<file path="config.mk">
export PLATFORM = sky130hd
export DESIGN_NAME = uart_cmd_parser
export DESIGN_NICKNAME = d
export VERILOG_FILES = /design/src/rtl/uart_cmd_parser.sv
export SDC_FILE = /design/constraint.sdc
export NUM_CORES = 1
export LEC_CHECK = 0
export ABC_AREA = 1
export ABC_CLOCK_PERIOD_IN_PS = 1500
export BUFFER_PORTS_ARGS = -buffer_cell sky130_fd_sc_hd__buf_2
export CAP_MARGIN = 20
export CORE_ASPECT_RATIO = 0.6
export CORE_MARGIN = 5
export CORE_UTILIZATION = 25
export CTS_BUF_LIST = sky130_fd_sc_hd__clkbuf_2 sky130_fd_sc_hd__clkbuf_4 sky130_fd_sc_hd__clkbuf_8
export DETAILED_ROUTE_END_ITERATION = 10
export PLACE_DENSITY = 0.4
export SYNTH_ARGS = -nofsm -noshare
export SYNTH_HDL_FRONTEND = slang
export SYNTH_SLANG_ARGS = --single-unit
</file>
<file path="constraint.sdc">
create_clock -name ex_clk -period 1.5 [get_ports ex_clk]
set_input_delay 0.15 -clock ex_clk [delete_from_list [all_inputs] [get_ports ex_clk]]
set_output_delay 0.15 -clock ex_clk [all_outputs]
set_load 0.05 [all_outputs]
</file>
<file path="src/rtl/uart_cmd_parser.sv">
// Frames host command bytes from the UART receiver into opcode/index/argument
// commands for the SD control FSM, with checksum, format, timeout and overrun checks.
module uart_cmd_parser #(
    parameter logic [7:0] SYNC_BYTE      = 8'hA5,
    parameter int         TIMEOUT_CYCLES = 100000,
    parameter int         CNT_W          = 17
) (
    input  logic        ex_clk,
    input  logic        ex_resetn,
    input  logic [7:0]  rx_data,
    input  logic        rx_valid,
    input  logic        cmd_ready,
    output logic        cmd_valid,
    output logic [3:0]  host_cmd,
    output logic [5:0]  uart_cmd,
    output logic [31:0] cmd_arg,
    output logic        err_pulse,
    output logic [2:0]  err_code,
    output logic        busy
);

    typedef enum logic [2:0] {
        ST_IDLE,
        ST_OPC,
        ST_IDX,
        ST_ARG,
        ST_CSUM
    } state_t;

    localparam logic [2:0] ERR_FORMAT   = 3'd1;
    localparam logic [2:0] ERR_CHECKSUM = 3'd2;
    localparam logic [2:0] ERR_TIMEOUT  = 3'd3;
    localparam logic [2:0] ERR_OVERRUN  = 3'd4;

    // The silent cycle that would bring the counter to TIMEOUT_CYCLES is the one that expires.
    localparam logic [CNT_W-1:0] TO_LAST = CNT_W'(TIMEOUT_CYCLES - 1);

    state_t            state;
    logic [CNT_W-1:0]  idle_cnt;
    logic [1:0]        byte_cnt;
    logic [7:0]        csum;
    logic [3:0]        shadow_opc;
    logic [5:0]        shadow_idx;
    logic [31:0]       shadow_arg;

    always_ff @(posedge ex_clk or negedge ex_resetn) begin
        if (!ex_resetn) begin
            state      <= ST_IDLE;
            idle_cnt   <= '0;
            byte_cnt   <= '0;
            csum       <= '0;
            shadow_opc <= '0;
            shadow_idx <= '0;
            shadow_arg <= '0;
            cmd_valid  <= 1'b0;
            host_cmd   <= '0;
            uart_cmd   <= '0;
            cmd_arg    <= '0;
            err_pulse  <= 1'b0;
            err_code   <= '0;
            busy       <= 1'b0;
        end else begin
            err_pulse <= 1'b0;

            if (cmd_valid && cmd_ready)
                cmd_valid <= 1'b0;

            if (state == ST_IDLE || rx_valid)
                idle_cnt <= '0;
            else
                idle_cnt <= idle_cnt + 1'b1;

            if (state == ST_IDLE) begin
                if (rx_valid && rx_data == SYNC_BYTE) begin
                    state <= ST_OPC;
                    busy  <= 1'b1;
                    csum  <= '0;
                end
            end else if (rx_valid) begin
                case (state)
                    ST_OPC: begin
                        if (rx_data[7:4] != 4'd0) begin
                            state     <= ST_IDLE;
                            busy      <= 1'b0;
                            err_pulse <= 1'b1;
                            err_code  <= ERR_FORMAT;
                        end else begin
                            shadow_opc <= rx_data[3:0];
                            csum       <= csum ^ rx_data;
                            state      <= ST_IDX;
                        end
                    end
                    ST_IDX: begin
                        if (rx_data[7:6] != 2'd0) begin
                            state     <= ST_IDLE;
                            busy      <= 1'b0;
                            err_pulse <= 1'b1;
                            err_code  <= ERR_FORMAT;
                        end else begin
                            shadow_idx <= rx_data[5:0];
                            csum       <= csum ^ rx_data;
                            byte_cnt   <= '0;
                            state      <= ST_ARG;
                        end
                    end
                    ST_ARG: begin
                        shadow_arg <= {shadow_arg[23:0], rx_data};
                        csum       <= csum ^ rx_data;
                        byte_cnt   <= byte_cnt + 1'b1;
                        if (byte_cnt == 2'd3)
                            state <= ST_CSUM;
                    end
                    ST_CSUM: begin
                        state <= ST_IDLE;
                        busy  <= 1'b0;
                        if (rx_data != csum) begin
                            err_pulse <= 1'b1;
                            err_code  <= ERR_CHECKSUM;
                        end else if (!cmd_valid || cmd_ready) begin
                            // A same-cycle transfer frees the output slot for this frame.
                            host_cmd  <= shadow_opc;
                            uart_cmd  <= shadow_idx;
                            cmd_arg   <= shadow_arg;
                            cmd_valid <= 1'b1;
                        end else begin
                            err_pulse <= 1'b1;
                            err_code  <= ERR_OVERRUN;
                        end
                    end
                    default: begin
                        state <= ST_IDLE;
                        busy  <= 1'b0;
                    end
                endcase
            end else if (idle_cnt == TO_LAST) begin
                state     <= ST_IDLE;
                busy      <= 1'b0;
                err_pulse <= 1'b1;
                err_code  <= ERR_TIMEOUT;
            end
        end
    end

endmodule

</file>
==> results of run 1 <==
[worst max-delay path by stage]
stage / startpoint / endpoint / slack, ns
6_report: csum[3] / cmd_arg[3] / -0.08
5_1_grt: csum[1] / cmd_arg[3] / -0.14
4_1_cts: csum[6] / err_code[0] / -0.04
3_5_place_dp: csum[1] / cmd_arg[1] / -0.10
3_3_place_gp: idle_cnt[0] / state[0] / -0.07
2_1_floorplan: cmd_valid / cmd_arg[0] / 0.05
[flip-flops by register name, summed over array words and instances, names as in the netlist]
register / flops
busy: 1
shadow_idx: 6
shadow_opc: 4
err_code: 3
uart_cmd: 6
csum: 8
shadow_arg: 32
cmd_arg: 32
idle_cnt: 17
byte_cnt: 2
err_pulse: 1
cmd_valid: 1
host_cmd: 4
state: 3
[worst max-delay path, cell delays in order, from the launching register on]
cell and delay, ns:
dfrtp_1 0.41, inv_1 0.06, nand2_1 0.04, nand2_1 0.11, nand2_4 0.08, nor2_4 0.17
nand4_4 0.19, clkinv_4 0.16, clkbuf_16 0.17, nand2_2 0.05, nand2_1 0.05
[cell usage after synthesis]
cell        n  share of area, %
a211oi_1    1              0.15
o21ai_0    51               5.0
xor2_1      2              0.34
o21a_1      1              0.15
nor3_1      9              0.88
nor3_2      2              0.39
buf_6       3              0.66
clkbuf_1    7              0.51
nand3_2     1              0.20
nand2_1   257                19
inv_2       5              0.37
nand4_1     4              0.49
nand3_1    19               1.9
inv_1      50               3.7
dfrtp_1   120                59
ha_1        2              0.49
buf_4       1              0.15
a21oi_1    13               1.3
a31oi_1     1              0.12
nor2_1     39               2.9
o21ai_1     8              0.78
buf_2       6              0.59
nand4_4     1              0.41
nor2_2      4              0.49
o31ai_1     2              0.29
nand2_2     1              0.12
clkinv_2    1             0.098
xnor2_1     2              0.34
[final cells by class]
type	count	area, um2
clock buffers	20	269
clock inverters	12	210
fillers	2084	12900
inverters	56	224
multi-input cells	420	2110
flip-flops and latches	120	3010
well taps	273	342
repair buffers	127	982
[power by group]
group / internal [W] / switching (W) / total, W
Combinational: 0.00103 / 0.00161 / 0.00264
Clock: 0.00211 / 0.00142 / 0.00353
Sequential: 0.00392 / 0.000487 / 0.00441
Total: 0.00707 / 0.00352 / 0.0106
[routing by layer]
metal	global-route usage, %	up-vias
met5	0	-
met4	3.53	0
met3	3.77	6
met2	16.8	84
met1	19.8	2132
li1	-	2196
[cells by family (layout without fill, tap and decap cells)]
kind of cell             after synthesis  count (layout)  share of synthesized area, %
AND/OR/NAND/NOR                      337             337                          26.5
flip-flops                           120             120                          58.6
AO/OA/AOI/OAI                         77              77                          7.74
buffers and inverters                 73             215                          6.03
XOR/XNOR                               4               4                         0.683
adder cells (fa/ha/maj)                2               2                         0.488
[through the flow]
stage	cell area (um2)	util [%]	worst slack (ns)	std cells
floorplan	5130	-	0.0501	613
global placement	6130	30.6	-0.0661	980
detailed placement	6130	30.6	-0.103	980
CTS	6790	33.8	-0.0371	1019
global route	7140	35.6	-0.145	1028
finish	7140	35.6	-0.0752	1028
[repair_timing]
item | 4_1_cts | 5_1_grt
setup endpoints to repair | 89 | 113
gates resized for setup | 31 | 87
cloned | 1 | 2
hold endpoints to repair | 115 | 0
pin swaps | 6 | 28
setup buffers | 5 | 7
hold buffers | 1 | 0
==> summary.md, run 1 <==
| Metric | Value |
|---|---|
| Root buffer cell | `clkbuf_8` |
| Seq/Total Area, Yosys | `58.6%` |
| Initial antenna violation count | `0` |
| Crit path time final | `1.58 ns` |
| Max_cap viols | `0` |
| CP Launch Type | `flop` |
| Status | `finished with violations` |
| Worst rel slew slack | `75.4%` |
| Area growth syn-to-layout | `39.2%` |
| Fin nets | `756` |
| Die X | `195 um` |
| Routed length on met1 | `8330 um` |
| Worst-case reg-to-reg path depth | `10` |
| PwrDens | `1480 mW/mm2` |
| Final setup fails | `48` |
| Type of the worst min-delay path | `primary input to flop` |
| DR WL met3 | `655 um` |
| Setup Crit Path Kind | `flop to flop` |
| RSZ-0062 raised after global routing | `true` |
| Reg2Reg Setup Slack | `-0.08 ns` |
| LEAKAGE | `3.70 nW` |
| Reg2Reg Capture Point | `cmd_arg[3]` |
| Violated checks | `setup timing` |
| H-tree depth | `4` |
| Crit share post-route | `105%` |
| Reg2reg start | `csum[3]` |
| #FFs+latches synth | `120` |
| Average wire per standard cell | `14.6 um` |
| Syn Inst Count | `613` |
| Placer Congestion | `0.862` |
| Skew final | `0.0146 ns` |
| Share of post-route cells with drive strength above 1 | `32.1%` |
| Hold depth | `3` |
| # diodes | `0` |
| Most common cell after layout, fill and taps aside | `nand2_1` |
| Die area | `0.0236 mm2` |
| CTS Sinks | `120` |
| Placement Rows | `40` |
| Boundary Pins | `60` |
| Vias | `4418` |
| GRT Total Usage | `12.8%` |
| Hold slack final | `0.0438 ns` |
| Core footprint | `0.0201 mm2` |
| Worst setup margin | `-0.0752 ns` |
| Cell variety after synth | `28` |
| 1st-pass router iterations | `4` |
| First-pass GRT wire length | `23700 um` |
| Antenna Violating Nets Remaining | `0` |
| Final hold violation count | `0` |
| CP max FO | `6` |
| 1st-iter DRT viols | `287` |
| WL met2 | `5950 um` |
| Post-Syn Area per Cell | `8.36 um2` |
| Hold Crit Start | `rx_data[6]` |
| Post-Route WL | `15000 um` |
| Critical Path RT | `1.88 ns` |
| DRC viols | `0` |
| Vert. Die Dim | `121 um` |
| Worst-Margin Slew | `0.369 ns` |
| Fin. max-slew vios | `0` |
| Syn_nets | `627` |
| Commonest non-fill, non-tap cells in the layout | `nand2_1, dfrtp_1, buf_2` |
| Clock Latency Late Sink | `0.44 ns` |
| Yosys warns | `0` |
| IO buf count | `59` |
| CP Capture Type | `flop` |
| Final Total Pwr | `0.0106 W` |
| Hold EP | `shadow_arg[6]` |
| Setup TNS | `-2.23 ns` |
| Clock transition at path regs | `0.07 ns` |
| Max Clock Freq | `635 MHz` |
| TritonCTS Buffers | `17` |
| Largest net degree at the start of global routing | `39` |
| Starting Density | `25.5%` |
| Worst EP arrival | `1.95 ns` |
| Worst VDD drop | `564 uV` |
| Hpwl dp | `10700 um` |
| Vias in the first global route | `4323` |
| Cell Area, Synth | `0.00513 mm2` |
| Top Layer Used | `met4` |
| Bufs on Longest Clock Path | `2` |
| Vias per Instance | `4.30` |
| Total grt overflow | `0` |
| TritonCTS clock tree | `yes` |
Note: power is estimated with default switching activity, not from simulation.
==> run 2, diff against run 1 <==
Settings changed: ABC_CLOCK_PERIOD_IN_PS 1500 to 1820, PLACE_DENSITY 0.4 to 0.39.
Clock period 1.5 ns to 1.82 ns, I/O delays scaled along.
==> summary.md, run 2 (same netlist as run 1, synthesis figures left out) <==
| Metric | Value |
|---|---|
| 1st-pass router iterations | `5` |
| Bufs on Longest Clock Path | `2` |
| Antenna Violating Nets Remaining | `0` |
| Die area | `0.0236 mm2` |
| Biggest regs | `cmd_arg (32), shadow_arg (32), idle_cnt (17)` |
| CP Launch Type | `flop` |
| Core footprint | `0.0201 mm2` |
| TritonCTS clock tree | `yes` |
| CP peak stage delay | `0.39 ns` |
| IO buf count | `59` |
| Vias per Instance | `4.23` |
| CP max-delay cell | `dfrtp_1` |
| Critical path's top delay family | `simple AND/OR/NAND/NOR gates` |
| Fin. max-slew vios | `0` |
| TritonCTS Buffers | `17` |
| PwrDens | `1220 mW/mm2` |
| Type of the worst min-delay path | `primary input to flop` |
| Largest net degree at the start of global routing | `57` |
| Hpwl dp | `10400 um` |
| Clock Latency Late Sink | `0.45 ns` |
| Post-Route WL | `14100 um` |
| Critical Path Most Common Cell | `nand2_1` |
| Status | `finished, final reports clean` |
| Buf/Inv on CP | `3` |
| Worst EP arrival | `2.02 ns` |
| Vert. Die Dim | `121 um` |
| Clock transition at path regs | `0.07 ns` |
| Fillers | `2125` |
| Final setup fails | `0` |
| Seq. cell area | `0.00300 mm2` |
| Boundary Pins | `60` |
| Final hold violation count | `0` |
| Vias in the first global route | `4107` |
| Die X | `195 um` |
| Crit share post-route | `90.1%` |
| Average wire per standard cell | `14.4 um` |
| Share of post-route cells with drive strength above 1 | `18.5%` |
| H-tree depth | `4` |
| GRT Total Usage | `12.6%` |
| Final non-filler cell area | `0.00629 mm2` |
| DRC viols | `0` |
| Skew final | `0.0125 ns` |
| CTS Sinks | `120` |
| CP Capture Type | `flop` |
| Initial antenna violation count | `0` |
| Starting Density | `25.5%` |
| Most common cell after layout, fill and taps aside | `nand2_1` |
| 1st-iter DRT viols | `279` |
| Area growth syn-to-layout | `22.7%` |
| Max Clock Freq | `610 MHz` |
| RSZ-0062 raised after global routing | `false` |
| First-pass GRT wire length | `23100 um` |
| Area of the multi-input gates | `0.00183 mm2` |
| Crit path time final | `1.64 ns` |
| Vias | `4145` |
| Setup Crit Path Kind | `flop to flop` |
| Reg2Reg Setup Slack | `0.18 ns` |
| Setup TNS | `0 ns` |
| Worst-Margin Slew | `0.377 ns` |
| Root buffer cell | `clkbuf_8` |
| Max_cap viols | `0` |
| Worst slack, placed | `0.0982 ns` |
| CP max FO | `34` |
| Placer Congestion | `0.806` |
| Fin nets | `708` |
| Commonest non-fill, non-tap cells in the layout | `nand2_1, dfrtp_1, buf_2` |
| Placed Instance Area | `0.00585 mm2` |
| Worst VDD drop | `475 uV` |
| Worst setup margin | `0.180 ns` |
| Placement Rows | `40` |
| Sequence of cells on the critical path | `inv_1 -> nand2_1 -> nand2_1 -> nand2_1 -> nor2_2 -> nand4_4 -> clkinv_2 -> buf_12 -> nand2_1 -> nand2_1` |
| Critical Path RT | `2.20 ns` |
| # diodes | `0` |
| LEAKAGE | `3.33 nW` |
| Worst rel slew slack | `74.8%` |
| Total grt overflow | `0` |
==> run 2: cell count changes in the layout (fill, tap and decap cells not counted), moves of 5 or more <==
cell / change
nor2_1: +6
nor2_4: -7
o21ai_0: +15
nand2_1: +36
nand2_4: -6
o21ai_1: -11
nand2_2: -30
buf_4: -34
inv_1: +6
nand3_1: +5
buf_6: -7
==> run 2: worst paths after layout <==
kind | start | cells past startpoint | to
worst min register to register | shadow_arg[31] | 2 | cmd_arg[31]
min in group asynchronous | ex_resetn | 2 | idle_cnt[11]
max in group asynchronous | ex_resetn | 3 | cmd_arg[13]
worst max-delay path | csum[3] | 10 | uart_cmd[5]
worst min-delay path | rx_data[1] | 3 | shadow_opc[1]
worst max register to register | csum[3] | 10 | uart_cmd[5]
==> run 2: repair_timing <==
| action | in CTS | in global routing |
|---|---|---|
| hold endpoints to repair | 120 | 0 |
| endpoints found under the setup margin | 0 | 13 |
| hold buffers | 1 | 0 |
| resized for setup | 0 | 6 |
| buffers inserted | 0 | 1 |
==> run 2: final cells by class <==
class                   count  share of cell area [%]
clock buffers              19                    4.16
well taps                 273                    5.43
repair buffers             79                    7.95
inverters                  56                    3.36
multi-input cells         420                    29.1
flip-flops and latches    120                    47.7
clock inverters            13                    2.29
==> run 2: where the power goes <==
group | internal (W) | switching (W) | total, W
Clock | 0.00130 | 0.00117 | 0.00247
Sequential | 0.00323 | 0.000386 | 0.00361
Combinational | 0.000528 | 0.00109 | 0.00162
==> run 2: metrics by stage <==
stage               util (%)  power, W  std cells  hold slack [ns]
finish                  31.4   0.00770        980           0.0378
global route            31.4   0.00827        980           0.0276
CTS                     31.2   0.00780        979          0.00422
detailed placement      29.2   0.00527        946           0.0314
global placement        29.2   0.00523        946           0.0285
floorplan                  -   0.00465        613           -0.114
==> run 2: worst min-delay path: cells and delay by family <==
kind / cells / cell delay (ns)
buf+inv: 2 / 0.20
compound gates: 1 / 0.06
==> run 2: routing by layer <==
metal	global-route usage (%)	routed length (um)	vias to the layer above
met3	4.05	699	16
met1	20.2	8030	1968
met5	0	0	-
met2	15.6	5230	77
li1	-	-	2084
met4	3.66	166	0
